$ cat config.mk
export PLATFORM = sky130hd
export DESIGN_NAME = instruction_stack
export DESIGN_NICKNAME = d
export VERILOG_FILES = /design/src/rtl/instruction_stack.sv
export SDC_FILE = /design/constraint.sdc
export NUM_CORES = 1
export LEC_CHECK = 0
export CAP_MARGIN = 20
export CORE_MARGIN = 3
export CORE_UTILIZATION = 40
export CTS_CLUSTER_SIZE = 16
export DETAILED_ROUTE_END_ITERATION = 6
export PLACE_DENSITY_LB_ADDON = 0.15
export SYNTH_ARGS = -nofsm -noshare
export SYNTH_HDL_FRONTEND = slang
export SYNTH_SLANG_ARGS = --single-unit
$ cat constraint.sdc
create_clock -name i_clk -period 8.4 [get_ports i_clk]
set_input_delay 1.26 -clock i_clk [delete_from_list [all_inputs] [get_ports i_clk]]
set_output_delay 1.26 -clock i_clk [all_outputs]
set_load 0.03 [all_outputs]
$ cat src/rtl/instruction_stack.sv
// Return-address stack for call/return instructions: a push saves the caller's PC,
// a pop presents (saved PC + 1) on a registered output.
module instruction_stack #(
  parameter int ADDR_WIDTH = 4,
  parameter int DATA_WIDTH = 16
) (
  input  logic                  i_clk,
  input  logic                  i_rst,
  input  logic [DATA_WIDTH-1:0] i_PC,
  input  logic                  i_call,
  input  logic                  i_rtrn,
  output logic [DATA_WIDTH-1:0] o_stack,
  output logic                  o_empty,
  output logic                  o_full
);

  localparam int DEPTH = 1 << ADDR_WIDTH;
  localparam logic [ADDR_WIDTH:0] PTR_FULL = (ADDR_WIDTH+1)'(DEPTH);
  localparam logic [ADDR_WIDTH:0] PTR_ONE  = (ADDR_WIDTH+1)'(1);

  // Request semantics: i_call/i_rtrn are single-cycle strobes sampled on each rising
  // edge; there is no back-pressure, so a request that cannot be honoured is dropped.

  logic [DATA_WIDTH-1:0] mem_q [DEPTH];
  logic [ADDR_WIDTH:0]   ptr_q, ptr_d;
  logic [DATA_WIDTH-1:0] stack_q, stack_d;

  logic                  empty, full;
  logic                  do_push, do_pop, do_swap;
  logic                  wr_en;
  logic [ADDR_WIDTH-1:0] wr_idx;
  logic [ADDR_WIDTH-1:0] top_idx;
  logic [DATA_WIDTH-1:0] top_data;

  assign empty    = (ptr_q == '0);
  assign full     = (ptr_q == PTR_FULL);
  assign top_idx  = ADDR_WIDTH'(ptr_q - PTR_ONE);
  assign top_data = mem_q[top_idx];

  // A simultaneous call+return on an empty stack has nothing to return, so it is a push.
  assign do_push = i_call && (!i_rtrn || empty) && !full;
  assign do_pop  = i_rtrn && !i_call && !empty;
  assign do_swap = i_call && i_rtrn && !empty;

  always_comb begin
    ptr_d   = ptr_q;
    stack_d = stack_q;
    wr_en   = 1'b0;
    wr_idx  = ptr_q[ADDR_WIDTH-1:0];
    if (do_push) begin
      wr_en  = 1'b1;
      wr_idx = ptr_q[ADDR_WIDTH-1:0];
      ptr_d  = ptr_q + PTR_ONE;
    end else if (do_pop) begin
      stack_d = top_data + DATA_WIDTH'(1);
      ptr_d   = ptr_q - PTR_ONE;
    end else if (do_swap) begin
      stack_d = top_data + DATA_WIDTH'(1);
      wr_en   = 1'b1;
      wr_idx  = top_idx;
    end
  end

  always_ff @(posedge i_clk or negedge i_rst) begin
    if (!i_rst) begin
      ptr_q   <= '0;
      stack_q <= '0;
    end else begin
      ptr_q   <= ptr_d;
      stack_q <= stack_d;
    end
  end

  // Entries are left uncleared by reset: a zero pointer makes them unreachable.
  always_ff @(posedge i_clk) begin
    if (wr_en) begin
      mem_q[wr_idx] <= i_PC;
    end
  end

  assign o_stack = stack_q;
  assign o_empty = empty;
  assign o_full  = full;

endmodule

### After elaboration in Yosys (flattened, before gate mapping)

Memory sizes are Yosys's and may differ from the RTL's.
Index checks and enable logic that the tools add are counted.

* memories kept: 1
* register bits: 21
* memory bits (writable): 256
* input bits: 20
* logic and storage cells: 35

* add/sub/neg operators: 3
* muxes and demuxes: 12
* reduce and logical (&&, ||, !) cells: 15
* bitwise gates (word level): 1
* equal/unequal tests: 1

Memory list
* mem_q: depth 16, width 16, read ports 1, clocked after Yosys merged registers in 0, wr ports 1, RTL line 24 `logic [DATA_WIDTH-1:0] mem_q [DEPTH];`

Operators by type and width (count)
* 16-bit 2-to-1 mux: 2
* 16-bit by 1-bit adder with 16-bit output, second input constant: 1
* 4-bit 2-to-1 mux: 3
* 5-bit 2-to-1 mux: 2
* 1-bit logical AND: 6
* 5-bit by 1-bit adder with 5-bit output, second input constant: 1
* 5-bit equality test, second input constant: 1
* 5-bit zero test: 1
* 1-bit 2-to-1 mux: 5
* 5-bit by 1-bit subtractor with 5-bit output, second input constant: 1
* 1-bit zero test: 4
* 2-bit nonzero test: 2
* 2-bit AND reduction: 1
* 1-bit logical OR: 1
* 1-bit inverter: 1

### Longest topological paths before layout

Gate-level depths: netlist of run 1.

* word-level depth: 8
* mapped depth: 15
* mapped depth without buffers: 10

### Least setup slack after synthesis of run 1

No wires, ideal clock.

* path kind: register -> register
* from: register ptr_q[0]
* to: memory mem_q[11][0] (enable)
* setup slack: 3833 ps
* clock period less this slack: 4567 ps
* data required time: 8012 ps
* library setup time: 388 ps
* cell stages (with the launch flop): 13
* arrival: 4179 ps
* path buffers: 3
* cells stage by stage: dfrtp_1 > buf_6 > buf_6 > inv_2 > buf_1 > ha_1 > nor4b_1 > nor2b_1 > nor2_1 > nor3_1 > a211oi_1 > nand2_1 > nor2_1

* cells in the longest elaborated chain, start to end: 8

RTL lines
* start: declaration: RTL line 25 `logic [ADDR_WIDTH:0] ptr_q, ptr_d;`
* start signal: assignment: RTL line 69 `ptr_q <= ptr_d;`
* 5-bit zero test *: RTL line 35 `assign empty = (ptr_q == '0);`
* named net o_empty: RTL line 13 `output logic o_empty,`
* 1-bit zero test: RTL line 42, 43
* 1-bit logical AND: RTL line 43 `assign do_swap = i_call && i_rtrn && !empty;`
* 1-bit 2-to-1 mux: RTL line 57 `end else if (do_swap) begin`
* 1-bit 2-to-1 mux: RTL line 54 `end else if (do_pop) begin`
* 1-bit 2-to-1 mux: RTL line 50 `if (do_push) begin`
* 1-bit 2-to-1 mux: RTL line 76 `if (wr_en) begin`
* 1-bit 2-to-1 mux (implied by the code): RTL line 77 `mem_q[wr_idx] <= i_PC;`
* end: declaration: RTL line 24

Mark *: on every way through the listed nets, which the timed path passes. The rest lies on a longest branch.

### Final worst setup path of run 1

* from: register ptr_q[0]
* to: output o_empty

* cells in the longest elaborated chain, start to end: 1

RTL lines (RTL line)
* 5-bit zero test: 35
* end: declaration: 13

Every way passes these cells.

==> summary by stage, run 1 <==
Final layout
Fill cells in the final layout number roughly 2.4k. In the final layout, the share of cells above drive strength 1 is 0.2097. The area growth from synthesis to layout is 15.96%. The final net count is between 600 and 700. The number of diodes is 0.

Timing
The final hold violation count is 0. The worst-case setup margin in the final layout is 3.825 ns. Dividing the final minimum period by the clock period gives 0.5447. Setup repair after global routing left no endpoint under its margin.

The worst clock skew is 0.01648 ns. The achievable frequency is 218.6 MHz. For the pin with the worst max-slew slack, the measured transition is 1.010 ns. Measured against its own limit, the worst slew margin works out to 0.3268. The total setup violations reported at the end of the flow is 0. The post-layout minimum cycle time is 4.575 ns. The setup total negative slack is 0 ns. The number of slew-limit violations in the final report is 0.

Drt
For this run, design rule violations remaining after detail routing come to 0. After detailed routing, the number of vias per cell comes to 5.496. The first TritonRoute pass finished after 5 iterations. The total via count in the routed design is slightly below 6k.

The initial DRC count is 631. The final layout contains routed wiring with a total length of 25,770 µm. The detailed-route wire length per cell is 24.31 µm. The detail route stage leaves a number of antenna-violating nets equal to 0.

Global route
The number of global-route vias before repair is 6,050. Entering global routing, the biggest net connects 46 pins. The global-route wire length before repair is 39,340 µm. The remaining global-route overflow is 0. Across every metal layer, demand over resource in global routing totals 0.1714. The number of antenna violations at the first check in global routing is 0.

Synthesis
The number of flops mapped to enable cells by yosys is 256. The number of warnings printed during yosys synthesis is 0. The sequential cell area fraction in the yosys report is 0.7216. Averaged over all synthesized cells, the footprint is 18.84 µm². The synthesized net count is 628. The fraction of registers with async set or reset after synthesis is 0.07581.

The cell count after synthesis came out at 604. The register bit count reported by yosys is approximately 280. The most instantiated flip-flop cell in the synthesis netlist is edfxtp_1. The post-synthesis cell area is roughly 0.011 mm².

The number of unique standard cell types used by synthesis is 51.

Floorplan
The die covers 0.03051 mm². The die height is 174.7 µm. The number of primary I/O pins is 38. The core area is around 0.028 mm². The floorplan has 61 rows.

The initial core utilization is 0.4075. The die boundary width is 174.7 µm.

Clock tree
The library cell used as clock root buffer is clkbuf_16. The number of buffers inserted during clock tree synthesis is 28. The quantity of gates resized following cts is 0.

The clock insertion delay at the later pin of the skew report is 0.54 ns. Buffers added to address setup during post-CTS repair amount to 0. Counting along the longest clock path gives a buffer depth of 3. Buffers inserted to repair hold after CTS numbered 0. TritonCTS built the clock tree. CTS built an H-tree with a depth of 1. After clock tree synthesis, the clock-pin slew on the worst setup and hold paths is ~0.06 ns.

Counting every sink on the clock net gives 277.

Setup path
By startpoint and endpoint, the worst setup path is classified as flop to output port. Data arrives at the worst endpoint at 3.32 ns. STA puts the critical path data required time at 7.14 ns. The highest net fanout along the worst path is 18.

The type of origin of the critical path is a flop. STA classifies the critical path endpoint as an output port.

Placement
Routability-driven placement finished with a final weighted congestion of 0.8280. Once detailed placement completed, the half-perimeter wirelength came to 16,540 µm. In this run the tool buffered the top-level ports with 37 buffer cells. Before CTS, the worst setup slack after placement is 3.845 ns.

Outcome
The run finished with clean final reports.

Power and ir drop
The worst IR drop on VDD is 0.2496 mV. Summed over all cells, the static leakage comes to 4.354 nW. The power per cell area is slightly above 400 mW/mm².

Job
The number of max-capacitance violations reported is 0.

Worst hold path
The worst hold path belongs to the class flop to flop.
-- cells in the mapped netlist, drive strengths merged (7+ instances only) --
cell type | count | share of area
o21ai | 16 | 0.0070
nor3 | 16 | 0.0080
mux2i | 60 | 0.053
mux4 | 57 | 0.11
nand2 | 28 | 0.0092
buf | 21 | 0.012
nor2 | 31 | 0.010
clkbuf | 7 | 0.0024
edfxtp | 256 | 0.68
xnor2 | 12 | 0.0092
a31oi | 10 | 0.0055
dfrtp | 21 | 0.046
-- final timing paths --
| kind | start | endpoint | slack (ns) | cells past startpoint |
|---|---|---|---|---|
| max reg2reg | ptr_q[0] | o_stack[12] | 3.92 | 10 |
| min | o_stack[5] | o_stack[5] | 0.48 | 2 |
| max in group asynchronous | i_rst | ptr_q[0] | 7.08 | 2 |
| max | ptr_q[0] | o_empty | 3.82 | 4 |
| min reg2reg | o_stack[5] | o_stack[5] | 0.48 | 2 |
| min in group asynchronous | i_rst | o_stack[13] | 0.93 | 1 |
-- power by group --
group          switching, W  internal (W)  total, W
clock              0.000495      0.000638   0.00113
sequential        0.0000962       0.00172   0.00182
combinational       0.00140       0.00104   0.00244
total               0.00200       0.00340   0.00539
-- stage by stage --
stage / cell area (µm²) / power, W / utilization / hold slack [ns] / instances
after floorplan: 11380 / 0.003576 / - / 0.4607 / 604
after global placement: 12210 / 0.004270 / 0.4372 / 0.4670 / 1004
after detailed placement: 12350 / 0.004314 / 0.4420 / 0.4736 / 1012
final: 13200 / 0.005392 / 0.4725 / 0.4816 / 1060
after CTS: 13170 / 0.005453 / 0.4715 / 0.4871 / 1059
after global routing: 13200 / 0.005694 / 0.4725 / 0.5096 / 1060
-- cell type report --
type	count	area (µm²)	area share
multi-input cells	293	3034	0.2299
clock inverters	14	105.1	0.007963
inverters	6	22.52	0.001706
flip-flops and latches	277	8217	0.6225
clock buffers	33	719.4	0.05451
repair buffers	59	628.1	0.04759
well taps	378	473.0	0.03583
-- logic make-up (layout without fill, tap and decap cells) --
kind of cell               after synthesis  in the layout  synth area share
muxes                                  123            123            0.1728
adders and majority gates                4              4          0.004397
DFF                                    277            277            0.7216
xor gates and xnor gates                16             16           0.01396
buffers and inverters                   34            112           0.01627
AOI/OAI and AO/OA                       43             43           0.02408
and+or+nand+nor                        107            107           0.04694
-- registers in the layout, indices dropped and copies added, names as in the netlist --
signal / cells
o_stack: 16
ptr_q: 5
mem_q: 256
-- routing by layer --
metal	wire length [µm]	part of all wire	vias to the layer above	global-route usage
met4	410	0.016	0	0.03557
met1	11990	0.47	3080	0.2532
li1	-	-	2558	-
met2	12180	0.47	149	0.2712
met3	1196	0.046	39	0.02955
met5	0	0	-	0
-- placed cells by master (no fill, tap or decap), types with 7 or more instances in the layout --
cell               n
mux2i_1           60
mux4_2            53
buf_4             13
edfxtp_1         256
o21ai_0           14
dfrtp_1           20
clkdlybuf4s50_1   37
nor2_1            15
xnor2_1           12
clkinv_1           7
clkbuf_16         28
nor3_1            15
nor2_2            16
a31oi_1           10
buf_8              7
nand2_1           28
-- critical path: stages, from the launching register on --
cell and delay (ns):
dfrtp_4 0.60, inv_2 0.43, ha_2 0.28, nor4b_1 0.65, clkdlybuf4s50_1 0.81
Note: power is estimated with default switching activity, not from simulation.
==> inputs of run 2 (changes only) <==
Clock period 8.4 ns to 4.18 ns, I/O delays scaled along.
==> run 2 against run 1 <==
  * Clock-buffer cell count is 3 lower
  * Highest routed layer unchanged
  * Critical path depth is 6 higher
  * Core utilization is 0.60 points higher
  * Power is 110% higher
  * Hold slack worse by 0.17 ns
  * Clock power is 110% higher
  * Wire length is 0.57% lower
  * Sequential share of layout area is 0.78 points lower
  * Largest power group unchanged
  * Setup slack worse by 3.3 ns
  * Cell count is 1.5% higher
==> summary by stage, run 2 (synthesis results as in run 1) <==
Setup path
Across all register-to-register paths, the minimum setup slack is 0.55 ns. Traced cell by cell, the critical path runs through inv_1 -> ha_2 -> buf_12 -> mux2i_1 -> mux4_2 -> nor3_1 -> o221ai_1 -> nor3_1 -> nand3_1 -> a31oi_1. The end of the worst register-to-register path is o_stack[9].

The worst reg2reg path startpoint is ptr_q[1]. The highest net fanout along the worst path is 50. The dominant cell type by count on the critical path is nor3_1. Measured in cells, the most critical reg-to-reg path has a length of 10. The category of the critical setup timing path is flop to flop. At the worst endpoint, the required time is between 4 and 5 ns. The endpoint kind of the worst setup timing path is a flop. For the worst setup path, the data arrival time is 4.09 ns. The critical path buffer and inverter count is 2.

STA classifies the critical path startpoint as a flop. For this design, the slowest cell found on the critical path is ha_2. The family with the most delay on the worst path is simple AND/OR/NAND/NOR gates. In this design, the stage delay of the slowest critical-path cell is around 0.57 ns.

Power and ir drop
The share of total power dissipated in sequential elements is 0.327. The internal power of the cells totals 0.007001 W. The total net switching power is 0.004066 W. The clock share of power is 0.212. Power comes to between 0.01 and 0.015 W. Of the total power, the share spent switching nets is 0.3674. The leakage dissipation is 4.451 nW.

IR analysis of the VDD net gives a maximum drop of 0.5875 mV. The share of total power dissipated in combinational logic is 0.461. Power spread over the standard cell area amounts to 827.9 mW/mm².

Timing
The worst clock skew is approximately 0.015 ns. The tightest hold margin is 0.3163 ns. The final hold violation count is 0. The setup total negative slack is 0 ns. The achievable frequency is 275.4 MHz. The worst pin sits at a relative slew slack of 0.5053. For the pin with the worst max-slew slack, the measured transition is 0.7413 ns. The post-layout minimum cycle time is between 3 and 4 ns.

Setup repair after global routing left no endpoint under its margin. In the finished design, the share of the clock period the worst path needs comes to 0.8686. The total setup violations reported at the end of the flow is 0.

The number of slew-limit violations in the final report was 0.

Drt
The count of nets left with antenna violations after detail routing is 0. Using the TritonRoute via totals, the vias-per-cell ratio works out to 5.410. The routed wire length is approximately 26,000 µm.

The detailed router placed 5,821 vias in this run. Dividing the detail-routed wire length by the instance count gives 23.81 µm. The initial DRC count is roughly 520. The iteration count of the initial detailed-routing pass is 5.

In the routed design, unresolved DRC markers number 0.

Clock tree
In this run the clock root is driven by a clkbuf_16. The total number of H-tree levels is 1. TritonCTS built the clock tree. The clock insertion delay at the later pin of the skew report is 0.54 ns.

The clock net in this run drives a total of 277 sinks. The clock transition at the registers of the reported paths is 0.06 ns. Buffers added to address setup during post-CTS repair amount to 0. The number of gates resized after CTS was 0. In this run the deepest clock path goes through 3 buffers. The number of buffers inserted during clock tree synthesis is 28. After clock tree synthesis, the flow added hold-fix buffers numbering 0.

Floorplan
The placement row count is 61. The initial utilization of the core area, before any placement, comes to 0.4075. The region available for standard cell placement spans 0.02793 mm².

In this run the count of I/O pins placed on the die edge is 38. The floorplan step set the die width to about 170 µm. The die covers approximately 0.031 mm². The die height is 174.7 µm.

Final layout
In the layout the commonest cells are edfxtp_1 (256), mux2i_1 (60), mux4_2 (53). In the final layout, the share of cells above drive strength 1 is 0.2321. The final net count is approximately 700. The multi-input combinational cells in the finished layout cover a total of between 0.003 and 0.004 mm². The most common cell after layout, fill and taps aside is edfxtp_1.

Fill cells in the final layout number 2,361. The register with the most flip-flops in the layout has 256 of them. The core occupancy in the finished layout is 0.4785. Ranked by flip-flop count, first place goes to mem_q. 0 antenna diodes ended up in the layout.

The post-synthesis to final-layout area growth is 17.43%. The storage element area is 0.008217 mm².

Global route
Entering global routing, the biggest net connects 58 pins. For this run the aggregate overflow at the end of global routing stands at 0. The first global-routing pass estimated 38,800 µm of wire.

The number of global-route vias before repair is 5,930. The number of antenna violations at the first check in global routing is 0. Across every metal layer, demand over resource in global routing totals 0.1702.

Job
The number of max-capacitance violations reported is 0.

Worst hold path
The class of the worst hold path is input port to async pin.

Placement
The detailed-placement wirelength estimate is 16,180 µm. The final weighted congestion in routability-driven placement is ~0.8. The count of buffers from port buffering is 37.

Outcome
The flow ran to the end, and the final reports show no timing, DRC or antenna violations.
## run 2: layout make-up
| type | instances | share of cell area |
|---|---|---|
| Sequential cell | 277 | 0.6147 |
| Multi-Input combinational cell | 293 | 0.2275 |
| Timing Repair Buffer | 73 | 0.05579 |
| Clock buffer | 30 | 0.05298 |
| Tap cell | 378 | 0.03538 |
| Clock inverter | 19 | 0.01198 |
| Inverter | 6 | 0.001685 |
## run 2: routing by layer
| metal | vias to the layer above | share of wire | track usage |
|---|---|---|---|
| li1 | 2589 | - | - |
| met3 | 35 | 0.047 | 0.02434 |
| met4 | 0 | 0.018 | 0.04056 |
| met2 | 144 | 0.48 | 0.2767 |
| met5 | - | 0 | 0 |
| met1 | 3053 | 0.45 | 0.2455 |
## run 2: stage by stage
stage / cells / area [µm²] / worst slack (ns)
after floorplan: 604 / 11400 / 0.1259
after global placement: 1026 / 12470 / 0.5769
after detailed placement: 1026 / 12470 / 0.5407
after CTS: 1075 / 13340 / 0.5197
after global routing: 1076 / 13370 / 0.2523
final: 1076 / 13370 / 0.5494
## run 2: worst max path at each step
stage	to	slack, ns	from	depth (start not counted)
final	o_stack[9]	0.55	ptr_q[1]	10
after global routing	o_stack[9]	0.25	ptr_q[1]	11
after CTS	o_stack[9]	0.52	ptr_q[1]	10
after detailed placement	o_stack[9]	0.54	ptr_q[1]	10
after global placement	o_stack[13]	0.58	ptr_q[1]	10
after floorplan	mem_q[11][0]	0.13	ptr_q[0]	12
## run 2: power groups by stage
| stage | clock (W) | combinational, W | sequential (W) |
|---|---|---|---|
| 5_1_grt | 0.00252 | 0.00550 | 0.00365 |
| 2_1_floorplan | 0 | 0.00344 | 0.00376 |
| 3_5_place_dp | 0 | 0.00514 | 0.00368 |
| 3_3_place_gp | 0 | 0.00513 | 0.00366 |
| 4_1_cts | 0.00241 | 0.00516 | 0.00362 |
| 6_report | 0.00235 | 0.00511 | 0.00361 |
